--- config.mk ---
export PLATFORM = sky130hd
export DESIGN_NAME = video_timing_gen
export DESIGN_NICKNAME = d
export VERILOG_FILES = /design/src/rtl/video_timing_gen.sv
export SDC_FILE = /design/constraint.sdc
export NUM_CORES = 1
export LEC_CHECK = 0
export ABC_AREA = 1
export CAP_MARGIN = 25
export CORE_ASPECT_RATIO = 1.1
export CORE_MARGIN = 10
export CORE_UTILIZATION = 52
export DETAILED_ROUTE_END_ITERATION = 8
export DONT_BUFFER_PORTS = 1
export PLACE_DENSITY = 0.74
export SYNTH_ARGS = -nofsm -noshare
export SYNTH_HDL_FRONTEND = slang
export SYNTH_SLANG_ARGS = --single-unit
--- constraint.sdc ---
create_clock -name clk -period 3.6 [get_ports clk]
set_input_delay 0.18 -clock clk [delete_from_list [all_inputs] [get_ports clk]]
set_output_delay 0.18 -clock clk [all_outputs]
set_load 0.05 [all_outputs]
--- src/rtl/video_timing_gen.sv ---
// Free-running raster timing generator (hsync/vsync/de/frame_start) that starts and stops only on frame boundaries.
// Optional colour-bar test pattern on out_data when VTGEN_TEST_PATTERN_EN is defined.
module video_timing_gen #(
    parameter int       WIDTH     = 24,
    parameter int       H_ACTIVE  = 640,
    parameter int       H_FP      = 16,
    parameter int       H_SYNC    = 96,
    parameter int       H_BP      = 48,
    parameter int       V_ACTIVE  = 480,
    parameter int       V_FP      = 10,
    parameter int       V_SYNC    = 2,
    parameter int       V_BP      = 33,
    parameter bit       HSYNC_POL = 1'b0,
    parameter bit       VSYNC_POL = 1'b0,
    parameter int       CNT_WIDTH = 12
) (
    input  logic                 clk,
    input  logic                 reset_n,
    input  logic                 enable,
    output logic                 busy,
    output logic                 frame_start,
    output logic                 out_vsync,
    output logic                 out_hsync,
    output logic                 out_de,
    output logic [WIDTH-1:0]     out_data,
    output logic [3:0]           out_ctl,
    output logic [CNT_WIDTH-1:0] out_h_count,
    output logic [CNT_WIDTH-1:0] out_v_count
);

    localparam int H_TOTAL = H_ACTIVE + H_FP + H_SYNC + H_BP;
    localparam int V_TOTAL = V_ACTIVE + V_FP + V_SYNC + V_BP;

    localparam logic [CNT_WIDTH-1:0] H_LAST   = CNT_WIDTH'(H_TOTAL - 1);
    localparam logic [CNT_WIDTH-1:0] V_LAST   = CNT_WIDTH'(V_TOTAL - 1);
    localparam logic [CNT_WIDTH-1:0] H_ACT_C  = CNT_WIDTH'(H_ACTIVE);
    localparam logic [CNT_WIDTH-1:0] V_ACT_C  = CNT_WIDTH'(V_ACTIVE);
    localparam logic [CNT_WIDTH-1:0] HS_START = CNT_WIDTH'(H_ACTIVE + H_FP);
    localparam logic [CNT_WIDTH-1:0] HS_END   = CNT_WIDTH'(H_ACTIVE + H_FP + H_SYNC);
    localparam logic [CNT_WIDTH-1:0] VS_START = CNT_WIDTH'(V_ACTIVE + V_FP);
    localparam logic [CNT_WIDTH-1:0] VS_END   = CNT_WIDTH'(V_ACTIVE + V_FP + V_SYNC);

    typedef enum logic [1:0] {
        ST_IDLE     = 2'd0,
        ST_RUN      = 2'd1,
        ST_STOPPING = 2'd2
    } state_t;

    state_t                 state_q, state_d;
    logic [CNT_WIDTH-1:0]   h_q, h_d, v_q, v_d;
    logic [CNT_WIDTH-1:0]   h_adv, v_adv;
    logic                   line_end, frame_end, active;

    logic                   busy_q, fs_q, vsync_q, hsync_q, de_q;
    logic                   fs_d, vsync_d, hsync_d, de_d;
    logic [WIDTH-1:0]       data_q, data_d;
    logic [CNT_WIDTH-1:0]   hcnt_q, vcnt_q;

    always_comb begin
        line_end  = (h_q == H_LAST);
        frame_end = line_end && (v_q == V_LAST);
        h_adv     = line_end ? '0 : h_q + 1'b1;
        v_adv     = line_end ? (frame_end ? '0 : v_q + 1'b1) : v_q;
    end

    always_comb begin
        state_d = state_q;
        h_d     = h_q;
        v_d     = v_q;
        case (state_q)
            ST_IDLE: begin
                h_d = '0;
                v_d = '0;
                if (enable) state_d = ST_RUN;
            end
            ST_RUN: begin
                h_d = h_adv;
                v_d = v_adv;
                if (!enable) state_d = ST_STOPPING;
            end
            ST_STOPPING: begin
                // Counting never pauses; only the frame wrap may return to idle.
                h_d = h_adv;
                v_d = v_adv;
                if (enable)         state_d = ST_RUN;
                else if (frame_end) state_d = ST_IDLE;
            end
            default: begin
                state_d = ST_IDLE;
                h_d     = '0;
                v_d     = '0;
            end
        endcase
    end

    assign active = (state_q == ST_RUN) || (state_q == ST_STOPPING);

    always_comb begin
        de_d    = active && (h_q < H_ACT_C) && (v_q < V_ACT_C);
        hsync_d = (active && (h_q >= HS_START) && (h_q < HS_END)) ? HSYNC_POL : ~HSYNC_POL;
        vsync_d = (active && (v_q >= VS_START) && (v_q < VS_END)) ? VSYNC_POL : ~VSYNC_POL;
        fs_d    = active && (h_q == '0) && (v_q == '0);
    end

`ifdef VTGEN_TEST_PATTERN_EN
    localparam int CW = WIDTH / 3;

    logic [6:0]             bar_ge;
    logic [CNT_WIDTH+2:0]   h_x8;
    logic [2:0]             bar_idx;
    logic [3*CW-1:0]        rgb;

    // Bar index = h*8/H_ACTIVE as a thermometer of constant thresholds.
    assign h_x8 = {h_q, 3'b000};
    for (genvar gi = 1; gi < 8; gi++) begin : g_bar
        assign bar_ge[gi-1] = (h_x8 >= (CNT_WIDTH+3)'(gi * H_ACTIVE));
    end

    always_comb begin
        bar_idx = 3'd0;
        for (int i = 0; i < 7; i++) begin
            bar_idx = bar_idx + {2'b00, bar_ge[i]};
        end
    end

    // White, yellow, cyan, green, magenta, red, blue, black.
    assign rgb    = {{CW{~bar_idx[1]}}, {CW{~bar_idx[2]}}, {CW{~bar_idx[0]}}};
    assign data_d = de_d ? WIDTH'(rgb) : '0;
`else
    assign data_d = '0;
`endif

    always_ff @(posedge clk or negedge reset_n) begin
        if (!reset_n) begin
            state_q <= ST_IDLE;
            h_q     <= '0;
            v_q     <= '0;
            busy_q  <= 1'b0;
            fs_q    <= 1'b0;
            vsync_q <= ~VSYNC_POL;
            hsync_q <= ~HSYNC_POL;
            de_q    <= 1'b0;
            data_q  <= '0;
            hcnt_q  <= '0;
            vcnt_q  <= '0;
        end else begin
            state_q <= state_d;
            h_q     <= h_d;
            v_q     <= v_d;
            busy_q  <= (state_d != ST_IDLE);
            fs_q    <= fs_d;
            vsync_q <= vsync_d;
            hsync_q <= hsync_d;
            de_q    <= de_d;
            data_q  <= data_d;
            hcnt_q  <= h_q;
            vcnt_q  <= v_q;
        end
    end

    assign busy        = busy_q;
    assign frame_start = fs_q;
    assign out_vsync   = vsync_q;
    assign out_hsync   = hsync_q;
    assign out_de      = de_q;
    assign out_data    = data_q;
    assign out_ctl     = 4'd0;
    assign out_h_count = hcnt_q;
    assign out_v_count = vcnt_q;

endmodule

# ---- Word level (Yosys, flattened, before mapping)
# Index checks and enable logic that the tools add are counted.
dict set report totals {
  register_bits 55
  out_inout_bits 57
  in_bits 3
  wordCells 50
}
dict set report op_classes {
  muxes 12
  eq_ne 5
  n_lt_le_gt_ge 6
  addsub 2
  reduce_logical 15
}
# cell count
set ops {}
lappend ops {{$mux W12} 5}
lappend ops {{$add A12 B1 Y12 const B} 2}
lappend ops {{$eq A12 B10 Y1 const B} 2}
lappend ops {{$logic_not A12 Y1} 2}
lappend ops {{$lt A12 B10 Y1 const B} 2}
lappend ops {{$lt A12 B9 Y1 const B} 2}
lappend ops {{$ge A12 B10 Y1 const B} 1}
lappend ops {{$ge A12 B9 Y1 const B} 1}
lappend ops {{$logic_and A1 B1 Y1} 9}
lappend ops {{$mux W2} 4}
lappend ops {{$pmux W2 S3} 1}
lappend ops {{$eq A2 B1 Y1 const B} 1}
lappend ops {{$eq A2 B2 Y1 const B} 1}
lappend ops {{$logic_not A2 Y1} 1}
lappend ops {{$mux W1} 2}
lappend ops {{$ne A2 B1 Y1 const B} 1}
lappend ops {{$reduce_bool A2 Y1} 1}
lappend ops {{$reduce_or A2 Y1} 1}
lappend ops {{$logic_or A1 B1 Y1} 1}

# ---- Logic depth before layout (Yosys ltp)
# Gate-level depths: netlist of run 1.
dict set report logic_depth {
  word_depth 6
  depth_mapped 13
  depth_no_buf 13
}

# ---- Worst setup path after synthesis of run 1
# No wires, ideal clock.
dict set report synth_timing {
  kind {reg-to-reg}
  startpoint {register h_q[0]}
  endpoint {register busy_q (netlist: busy)}
  path_buffers 0
  required_time_ps 3482
  arrival_time_ps 1330
  synth_period_minus_slack_ps 1448
  stages_incl_launch_ff 13
  path_slack_ps 2152
  cell_sequence {dfrtp_1 -> ha_1 -> nand3_1 -> inv_2 -> nand2_1 -> nor2_4 -> nand2_2 -> nand2_2 -> nand2_1 -> nand2_1 -> nand2_1 -> nand2_1 -> nand2_1}
}
dict set report synth_via {
  elab_chain_len 6
}
# element line_no
set synth_lines {}
lappend synth_lines {{start: declaration} 50} ;# logic [CNT_WIDTH-1:0] h_q, h_d, v_q, v_d;
lappend synth_lines {{start signal: assignment} 136} ;# h_q <= '0;
lappend synth_lines {{start signal: assignment} 148} ;# h_q <= h_d;
lappend synth_lines {{$eq A12 B10 Y1} 60} ;# line_end = (h_q == H_LAST);
lappend synth_lines {{$logic_and A1 B1 Y1} 61} ;# frame_end = line_end && (v_q == V_LAST);
lappend synth_lines {{$mux W2} 86} ;# else if (frame_end) state_d = ST_IDLE;
lappend synth_lines {{$mux W2} 85} ;# if (enable) state_d = ST_RUN;
lappend synth_lines {{$pmux W2 S3} 70} ;# case (state_q)
lappend synth_lines {{$reduce_bool A2 Y1} 150} ;# busy_q <= (state_d != ST_IDLE);
lappend synth_lines {{end signal: assignment} 150}
lappend synth_lines {{end: declaration} 54} ;# logic busy_q, fs_q, vsync_q, hsync_q, de_q;
# Every way passes these cells.
# A chain may end at the register's enable or synchronous reset.

# ---- Worst setup path after layout of run 1
dict set report layout_timing {
  startpoint {register state_q[0]}
  endpoint {register de_q (netlist: out_de)}
}
dict set report layout_via {
  elab_chain_len 4
  elab_cells_between_ends 5
  classes_between {2 x eq/ne; 3 x reduce/logical}
}
# element line_no
set layout_lines {}
lappend layout_lines {{start: declaration} 49} ;# state_t state_q, state_d;
lappend layout_lines {{start signal: assignment} 147} ;# state_q <= state_d;
lappend layout_lines {{$eq A2 B1 Y1 or $eq A2 B2 Y1 (tied branches)} 96} ;# assign active = (state_q == ST_RUN) || (state_q == ST_STOPPING);
lappend layout_lines {{$logic_or A1 B1 Y1 (*)} 96}
lappend layout_lines {{$logic_and A1 B1 Y1 (*) (2 in series)} 99} ;# de_d = active && (h_q < H_ACT_C) && (v_q < V_ACT_C);
lappend layout_lines {{via de_d} 55} ;# logic fs_d, vsync_d, hsync_d, de_d;
lappend layout_lines {{end signal: assignment} 142} ;# de_q <= 1'b0;
lappend layout_lines {{end signal: assignment} 154} ;# de_q <= de_d;
lappend layout_lines {{end: declaration} 54}
# Mark *: on every way through the listed nets, which the timed path passes. The rest lies on a longest branch.

==> qor.yml, run 1 <==
pwr:
  power_frac_seq_pct: 49.6
  power.total_mw: 1.581
  power_frac_comb_pct: 29.0
  power_density_mw_per_mm2: 594.2
  ir_drop_v: 0.0003560
  netSwitchingFraction_pct: 42.06
  p_leak_nw: 1.329
  power_frac_clock_pct: 21.4
  power_switching_mw: 0.6649
  p_int_mw: 0.9157
clock_network:
  cts_root_buffer: "clkbuf_8"
  cts_sinks: 55
  cts_made_buffers: 5
  cts.clk_slew.worst_paths_ns: 0.10
  clock_latency_ns: 0.31
  clk_path_buf_depth: 2
  ctsResizeCount: 0
  htree_levels: 2
  cts_tree: "done"
timing:
  fin_crit_ns: 1.822
  setup_viol: 0
  grt_setup_unrepaired: "no"
  clock_skew_ns: 0.01105
  fmax_mhz: 548.9
  hold-worst-slack_ns: 0.1381
  tns_ns: 0
  finalCritPeriodShare_pct: 50.60
  hold_violations: 0
  drv_slew: 0
synth:
  synthTopCellsByArea: "dfrtp_1, buf_4, inv_1"
  async_flop_share_pct: 100.0
  yosys_most_used_dff: "dfrtp_1"
  synth_top_area_share_pct: 51.04
  yosys_warnings: 0
  yosysMostFrequentCell: "dfrtp_1"
  netlist_instances: 278
  ys_top_cells_by_count: "dfrtp_1, inv_1, nand2_1, buf_4, nor2_1"
  synth_edf_count: 0
  synth-seq-cells: 55
  synth_cell_types: 30
  seq_area_frac_synth_pct: 53.06
  avgSynthCellArea_um2: 9.348
  syn_area_mm2: 0.002599
  yosys.area.top_type: "dfrtp_1"
finish:
  antenna_cells: 0
  area_growth_pct: 2.359
  layout-drive-gt1-share_pct: 11.31
  fin_area_mm2: 0.002660
  stdcell_count: 339
  nets: 293
  ff_latch_area_mm2: 0.001379
  nFillCells: 437
  multiInputGateArea_um2: 929.6
detailed_routing:
  antenna_left: 0
  wl_per_cell_um: 14.33
  routed_wl_um: 4859
  vias: 1742
  detail_route.vias_per_cell: 5.139
  drtPass1Iterations: 4
  drc: 0
  drt_iter0_markers: 106
place:
  placed_cells: 329
  numPortBuffers: 0
  place.gp.congestion: 0.9035
  hpwl_um: 3599
  post_dp_cell_area_mm2: 0.002529
outcome:
  status: "completed"
worst_setup_path:
  slowest_stage: "ha_1"
  critPathMaxFanout: 8
  cpPeakStageDelay_ns: 0.46
  cp.arrival_ns: 2.03
  critPathCaptureType: "register"
  cp.required_ns: 3.81
  startpoint: "state_q[0]"
  cp-start-kind: "register"
  cp.buffers_inverters: 2
  r2r-start: "state_q[0]"
  path_cells: "inv_1, ha_1, inv_1, nor3_1, nand3_1, nor3_1"
  critical_path_class: "reg -> reg"
  cp_top_family: "simple AND/OR/NAND/NOR gates"
floorplanning:
  die_h_um: 94.15
  rows: 26
  die_w_um: 87.41
  io_pins: 60
  coreArea_mm2: 0.004750
  die-area_mm2: 0.008229
  start_util_pct: 54.72
grt:
  track_usage_pct: 12.18
  overflow: 0
  grt_max_degree: 56
  first_global_vias: 1737
  antenna_found_initial: 0
  grt_pass1_wl_um: 8176
min_path:
  min_from: "enable"
  min_path_type: "in -> reg"
run:
  cap_violations: 0
-- flip-flops by register name, summed over array words and instances, names as in the netlist --
signal and cells:
state_q 2, frame_start 1, out_de 1, out_vsync 1, out_v_count 12, h_q 12
busy 1, out_h_count 12, v_q 12, out_hsync 1
-- placed cells by master (no fill, tap or decap), types with 2 or more instances in the layout --
cell,Yosys,layout
o22ai_1,2,2
dfrtp_1,53,53
clkinv_4,0,2
nor2_1,24,24
xor2_1,3,3
clkbuf_8,0,5
nor3_1,11,11
nor4_1,3,3
inv_1,36,36
nand2_2,5,5
nor2_4,2,2
nand3_1,19,19
ha_1,8,8
inv_2,4,4
o21a_1,2,2
nor2_2,6,6
nand4_1,5,5
a21oi_1,9,9
conb_1,1,28
nand2_1,33,33
dfstp_2,2,2
o21ai_0,11,11
-- final timing paths --
| path | slack [ns] | to | cells after the start |
|---|---|---|---|
| min reg2reg | 0.42 | out_v_count[7] | 0 |
| max reg2reg | 1.78 | out_de | 6 |
| min | 0.14 | state_q[1] | 5 |
| min in group asynchronous | 0.40 | out_v_count[3] | 2 |
| max | 1.78 | out_de | 6 |
| max in group asynchronous | 2.92 | out_hsync | 2 |
-- cells by family after synthesis --
logic type / share of synthesized area [%]
and+or+nand+nor: 21.38
buffers and inverters: 15.07
DFF: 53.06
AOI/OAI and AO/OA: 5.488
adders and majority gates: 3.852
xor gates and xnor gates: 1.011
other: 0.1443
-- worst reg2reg max path, cell delays in order (launching register included) --
cell and delay [ns]:
dfrtp_1 0.39, inv_1 0.08, ha_1 0.46, inv_1 0.16
nor3_1 0.29, nand3_1 0.12, nor3_1 0.21
-- power by group through the flow --
stage | combinational (mW) | clock (mW) | sequential, mW
6_report | 0.458 | 0.338 | 0.785
5_1_grt | 0.517 | 0.369 | 0.794
4_1_cts | 0.455 | 0.347 | 0.787
3_5_place_dp | 0.437 | 0 | 0.799
3_3_place_gp | 0.425 | 0 | 0.797
2_1_floorplan | 0.409 | 0 | 0.790
-- layer usage --
| metal | part of all wire [%] | vias up | wire [um] | GRT usage (%) |
|---|---|---|---|---|
| met5 | 0 | - | 0 | 0 |
| met4 | 1.4 | 0 | 67 | 4.654 |
| met3 | 8.6 | 6 | 416 | 3.038 |
| met2 | 48 | 73 | 2347 | 19.54 |
| met1 | 42 | 825 | 2028 | 15.30 |
| li1 | - | 838 | - | - |
-- final cells by class --
class	count	area share (%)
Timing Repair Buffer	2	1.411
Multi-Input combinational cell	178	34.95
Inverter	40	5.644
Clock inverter	3	0.9407
Clock buffer	5	2.587
Sequential cell	55	51.83
Tap cell	56	2.634
-- repair_timing --
action | in CTS | in global routing
hold endpoints to repair | 55 | 0
hold buffers | 2 | 0
buffers inserted | 0 | 0
-- metrics by stage --
step | util, % | worst slack, ns
2_1_floorplan | - | 2.152
3_3_place_gp | 53.24 | 1.869
3_5_place_dp | 53.24 | 1.863
4_1_cts | 56.01 | 1.838
5_1_grt | 56.01 | 1.549
6_report | 56.01 | 1.778
Power figures use the tool's default switching activity.
==> run 2, diff against run 1 <==
- ABC_AREA: 1 -> 0
- PLACE_DENSITY: 0.74 -> 0.77
- clock period: 3.6 -> 1.5 ns (I/O delays scaled with it)
==> run 2 against run 1 <==
Against the previous run:
- the run now ends with setup timing left
- clock power grew 140%
- register-to-register slack lost 2.5 ns
- sequential share of layout area fell by 8.9 points
- flip-flop and latch count did not move
- largest power group is now combinational cells
==> qor.yml, run 2 <==
detailed_routing:
  drc: 0
  antenna_left: 0
  drt_iter0_markers: 170
  drtPass1Iterations: 6
  detail_route.vias_per_cell: 5.501
  routed_wl_um: 6160
  wl_per_cell_um: 17.06
  vias: 1986
place:
  numPortBuffers: 0
  post_dp_cell_area_mm2: 0.002917
  dp_slack_ns: -0.7547
  place.gp.congestion: 0.8367
  hpwl_um: 4208
finish:
  multiInputGateArea_mm2: 0.001086
  nets: 315
  fin_area_mm2: 0.003214
  antenna_cells: 0
  ff_latch_area_mm2: 0.001379
  layout-drive-gt1-share_pct: 32.13
  final_common_cell: "buf_4"
  layout_common_cells: "buf_4, dfrtp_1, conb_1"
  area_growth_pct: 24.71
  nFillCells: 325
  postLayoutCoreUtil_pct: 68.14
timing:
  setup_viol: 26
  clock_skew_ns: 0.006645
  grt_setup_unrepaired: "yes"
  drv_slew: 0
  setup_ws_ns: -0.7144
  hold-worst-slack_ns: 0.01561
  hold_violations: 0
  fin_crit_ns: 2.214
  fmax_mhz: 451.6
  finalCritPeriodShare_pct: 147.6
synth:
  synth_cell_types: 47
  yosys.area.top_type: "dfrtp_1"
  yosysMostFrequentCell: "dfrtp_1"
  ys_top_cells_by_count: "dfrtp_1, buf_4, a21oi_1, inv_1"
  yosys_most_used_dff: "dfrtp_1"
  yosys_warnings: 0
  avgSynthCellArea_um2: 10.83
  synth_top_area_share_pct: 51.46
  async_flop_share_pct: 100.0
  synthTopCellsByArea: "dfrtp_1, buf_4, ha_1"
  synth-seq-cells: 55
  synth_edf_count: 0
  seq_area_frac_synth_pct: 53.50
  netlist_instances: 238
  syn_area_mm2: 0.002577
worst_setup_path:
  cp.arrival_ns: 2.44
  critical_path_class: "reg -> reg"
  cp.required_ns: 1.72
  critPathCaptureType: "register"
  critPathMaxFanout: 3
  cp-start-kind: "register"
grt:
  overflow: 0
  grt_max_degree: 56
  antenna_found_initial: 0
  first_global_vias: 2053
  track_usage_pct: 14.46
  grt_pass1_wl_um: 9473
clock_network:
  cts_made_buffers: 5
  cts_sinks: 55
  cts.clk_slew.worst_paths_ns: 0.09
  cts_root_buffer: "clkbuf_8"
  clock_latency_ns: 0.30
  cts_tree: "done"
  clk_path_buf_depth: 2
  htree_levels: 2
floorplanning:
  die_w_um: 87.13
  io_pins: 60
  rows: 26
  coreArea_mm2: 0.004717
  die_h_um: 93.84
  die-area_mm2: 0.008176
  start_util_pct: 54.64
pwr:
  p_leak_nw: 1.530
  power.total_mw: 4.952
  ir_drop_v: 0.0007895
  power_density_mw_per_mm2: 1541
outcome:
  status: "finished with violations"
  violations: "setup timing"
min_path:
  min_path_type: "in -> reg"
run:
  cap_violations: 0
-- run 2: changes by cell type after synthesis, sizes merged, moves of 4 or more --
| cell | change |
|---|---|
| a21oi | +4 |
| clkbuf | +5 |
| inv | -28 |
| nand2 | -28 |
| nand3 | -10 |
| nor2 | -21 |
| nor3 | -6 |
| o31ai | +5 |
| or3 | +6 |
| or4 | +6 |
| xnor2 | +5 |
-- run 2: area by class of cell --
type | instances | share of cell area (%)
Timing Repair Buffer | 67 | 16.89
Multi-Input combinational cell | 163 | 33.79
Inverter | 12 | 1.401
Tap cell | 56 | 2.180
Clock buffer | 7 | 2.686
Clock inverter | 1 | 0.1557
Sequential cell | 55 | 42.90
-- run 2: cell families after synthesis --
group / count (synthesis) / synth area share, %
buffers and inverters: 47 / 12.04
and+or+nand+nor: 80 / 17.96
other: 1 / 0.1455
xor gates and xnor gates: 8 / 2.719
adders and majority gates: 8 / 3.884
AOI/OAI and AO/OA: 39 / 9.758
DFF: 55 / 53.50
-- run 2: final timing paths --
kind,from,endpoint,slack (ns),cells after the start
setup / recovery,h_q[11],v_q[11],-0.71,4
hold / removal,enable,state_q[1],0.02,2
setup reg to reg,h_q[11],v_q[11],-0.71,4
hold reg to reg,h_q[7],out_h_count[7],0.51,0
max in group asynchronous,reset_n,out_hsync,0.93,2
min in group asynchronous,reset_n,h_q[5],0.30,2
-- run 2: through the flow --
| stage | TNS, ns | instances |
|---|---|---|
| 3_3_place_gp | -13.15 | 343 |
| 5_1_grt | -14.56 | 361 |
| 4_1_cts | -12.45 | 358 |
| 3_5_place_dp | -13.79 | 343 |
| 6_report | -12.89 | 361 |
| 2_1_floorplan | -12.88 | 265 |
-- run 2: per-layer routing --
metal	GRT usage [%]	vias up	share of wire, %
met2	23.96	101	48
li1	-	913	-
met3	3.212	15	6.3
met4	7.979	0	2.4
met1	16.86	957	43
met5	0	-	0
-- run 2: power breakdown --
group / leakage (nW) / switching (mW) / total, mW / internal, mW
logic: 0.734 / 1.13 / 2.19 / 1.06
clock network: 0.0482 / 0.432 / 0.805 / 0.373
registers: 0.747 / 0.342 / 1.96 / 1.62
total: 1.53 / 1.90 / 4.95 / 3.05
-- run 2: what timing repair did --
action                                  CTS  global route
buffers inserted                          5             3
hold buffers                              3             0
endpoints found under the hold margin    56             0
resized for setup                        13             8
pin swaps                                 7             4
endpoints found under the setup margin   27            28
-- run 2: worst max-delay path, cell delays in order (launching register included) --
cell	delay [ns]
dfrtp_1	0.38
or4_4	0.55
or4_4	0.54
or4b_1	0.50
o22ai_1	0.15
==> run 3, diff against run 2 <==
- ABC_AREA: 0 -> unset
- PLACE_DENSITY: 0.77 -> unset
- PLACE_DENSITY_LB_ADDON: unset -> 0.1
==> run 3 against run 2 <==
Against the previous run:
- the flow still finishes with violations (setup timing)
- maximum frequency is 1.3% lower
- global-route usage is 0.50 points lower
- critical path depth stayed put
- count of clock-buffer cells in the layout is 1 lower
- via count is 6.4% lower
- sequential power hardly changed
- combinational power is 5% lower
- critical path type unchanged
- largest cell class unchanged
- highest routed layer unchanged
==> qor.yml, run 3 (synthesis gave the netlist of run 2 again) <==
outcome:
  status: "finished with violations"
  violations: "setup timing"
pwr:
  power.total_mw: 4.814
  ir_drop_v: 0.0007277
  power_density_mw_per_mm2: 1521
  power_frac_comb_pct: 43.1
  power_frac_seq_pct: 40.7
  power_frac_clock_pct: 16.2
  p_int_mw: 2.967
  p_leak_nw: 1.491
  netSwitchingFraction_pct: 38.37
  power_switching_mw: 1.847
clock_network:
  cts_tree: "done"
  cts_sinks: 55
  cts_root_buffer: "clkbuf_8"
  cts.clk_slew.worst_paths_ns: 0.09
  htree_levels: 2
  cts_made_buffers: 5
  clk_path_buf_depth: 2
  clock_latency_ns: 0.30
floorplanning:
  die_h_um: 93.84
  die-area_mm2: 0.008176
  io_pins: 60
  start_util_pct: 54.64
  rows: 26
  die_w_um: 87.13
  coreArea_mm2: 0.004717
grt:
  first_global_vias: 1876
  grt_pass1_wl_um: 9252
  antenna_found_initial: 0
  overflow: 0
  grt_max_degree: 56
  track_usage_pct: 13.96
worst_setup_path:
  cp.arrival_ns: 2.47
  cpPeakStageDelay_ns: 0.55
  cp_top_family: "simple AND/OR/NAND/NOR gates"
  critPathMaxFanout: 4
  cp-start-kind: "register"
  startpoint: "h_q[11]"
  critical_path_class: "reg -> reg"
  critPathCaptureType: "register"
  cp.buffers_inverters: 0
  path_common_cell: "or4_4"
  r2r-start: "h_q[11]"
  path_cells: "or4_4, or4_4, or4b_4, o22ai_2"
  slowest_stage: "or4_4"
  cp.required_ns: 1.73
min_path:
  min_path_type: "in -> reg"
  min_from: "enable"
timing:
  setup_ws_ns: -0.7444
  drv_slew: 0
  setup_viol: 26
  grt_setup_unrepaired: "yes"
  hold-worst-slack_ns: 0.009355
  finalCritPeriodShare_pct: 149.6
  hold_violations: 0
  fin_crit_ns: 2.244
  clock_skew_ns: 0.01030
  fmax_mhz: 445.6
detailed_routing:
  antenna_left: 0
  vias: 1858
  drc: 0
  drtPass1Iterations: 4
  wl_per_cell_um: 16.02
  routed_wl_um: 5640
  drt_iter0_markers: 73
  detail_route.vias_per_cell: 5.278
finish:
  layout-drive-gt1-share_pct: 31.76
  layout_common_cells: "dfrtp_1, buf_4, conb_1"
  antenna_cells: 0
  area_growth_pct: 22.82
  final_common_cell: "dfrtp_1"
  postLayoutCoreUtil_pct: 67.11
  nets: 306
place:
  place.gp.congestion: 0.8380
  hpwl_um: 4240
  dp_slack_ns: -0.7845
  numPortBuffers: 0
run:
  cap_violations: 0
==> run 3: timing repair <==
item	CTS	global route
buffers inserted	3	2
resized for setup	13	12
pin swaps	2	5
endpoints found under the setup margin	27	28
hold endpoints to repair	55	0
hold buffers	2	0
==> run 3: through the flow <==
step / cells / TNS (ns) / cell area (um2)
finish: 352 / -12.63 / 3166
global route: 352 / -14.59 / 3166
CTS: 351 / -12.80 / 3105
detailed placement: 338 / -13.98 / 2879
global placement: 338 / -13.53 / 2879
floorplan: 265 / -12.88 / 2686
==> run 3: final cells by class <==
| class | count | area, um2 |
|---|---|---|
| clock buffer | 6 | 72.57 |
| multi-input combinational | 163 | 1097 |
| clock inverter | 2 | 12.51 |
| tap | 56 | 70.07 |
| sequential | 55 | 1379 |
| timing repair buffer | 58 | 489.2 |
| fill | 373 | 1551 |
| inverter | 12 | 45.04 |
==> run 3: path summary, 6_finish.rpt <==
| kind | end | slack, ns | depth (start not counted) |
|---|---|---|---|
| worst max-delay path | v_q[11] | -0.74 | 4 |
| worst min-delay path | state_q[1] | 0.009 | 2 |
| worst max register to register | v_q[11] | -0.74 | 4 |
| worst min register to register | out_v_count[2] | 0.49 | 0 |
| max in group asynchronous | out_hsync | 0.90 | 2 |
| min in group asynchronous | v_q[8] | 0.32 | 2 |
==> run 3: routing by layer <==
layer | track usage [%] | share of wire [%] | wire [um]
met5 | 0 | 0 | 0
met4 | 4.787 | 1.7 | 95
met3 | 3.385 | 6.4 | 359
met2 | 21.45 | 47 | 2629
met1 | 18.71 | 45 | 2556
==> run 3: power by group through the flow <==
stage                     clock network (mW)  registers, mW  logic (mW)
after CTS                              0.792           1.96        1.91
after detailed placement                   0           1.99        1.51
final                                  0.778           1.96        2.08
after global routing                   0.854           1.98        2.24
after floorplan                            0           2.00       0.877
after global placement                     0           1.99        1.50
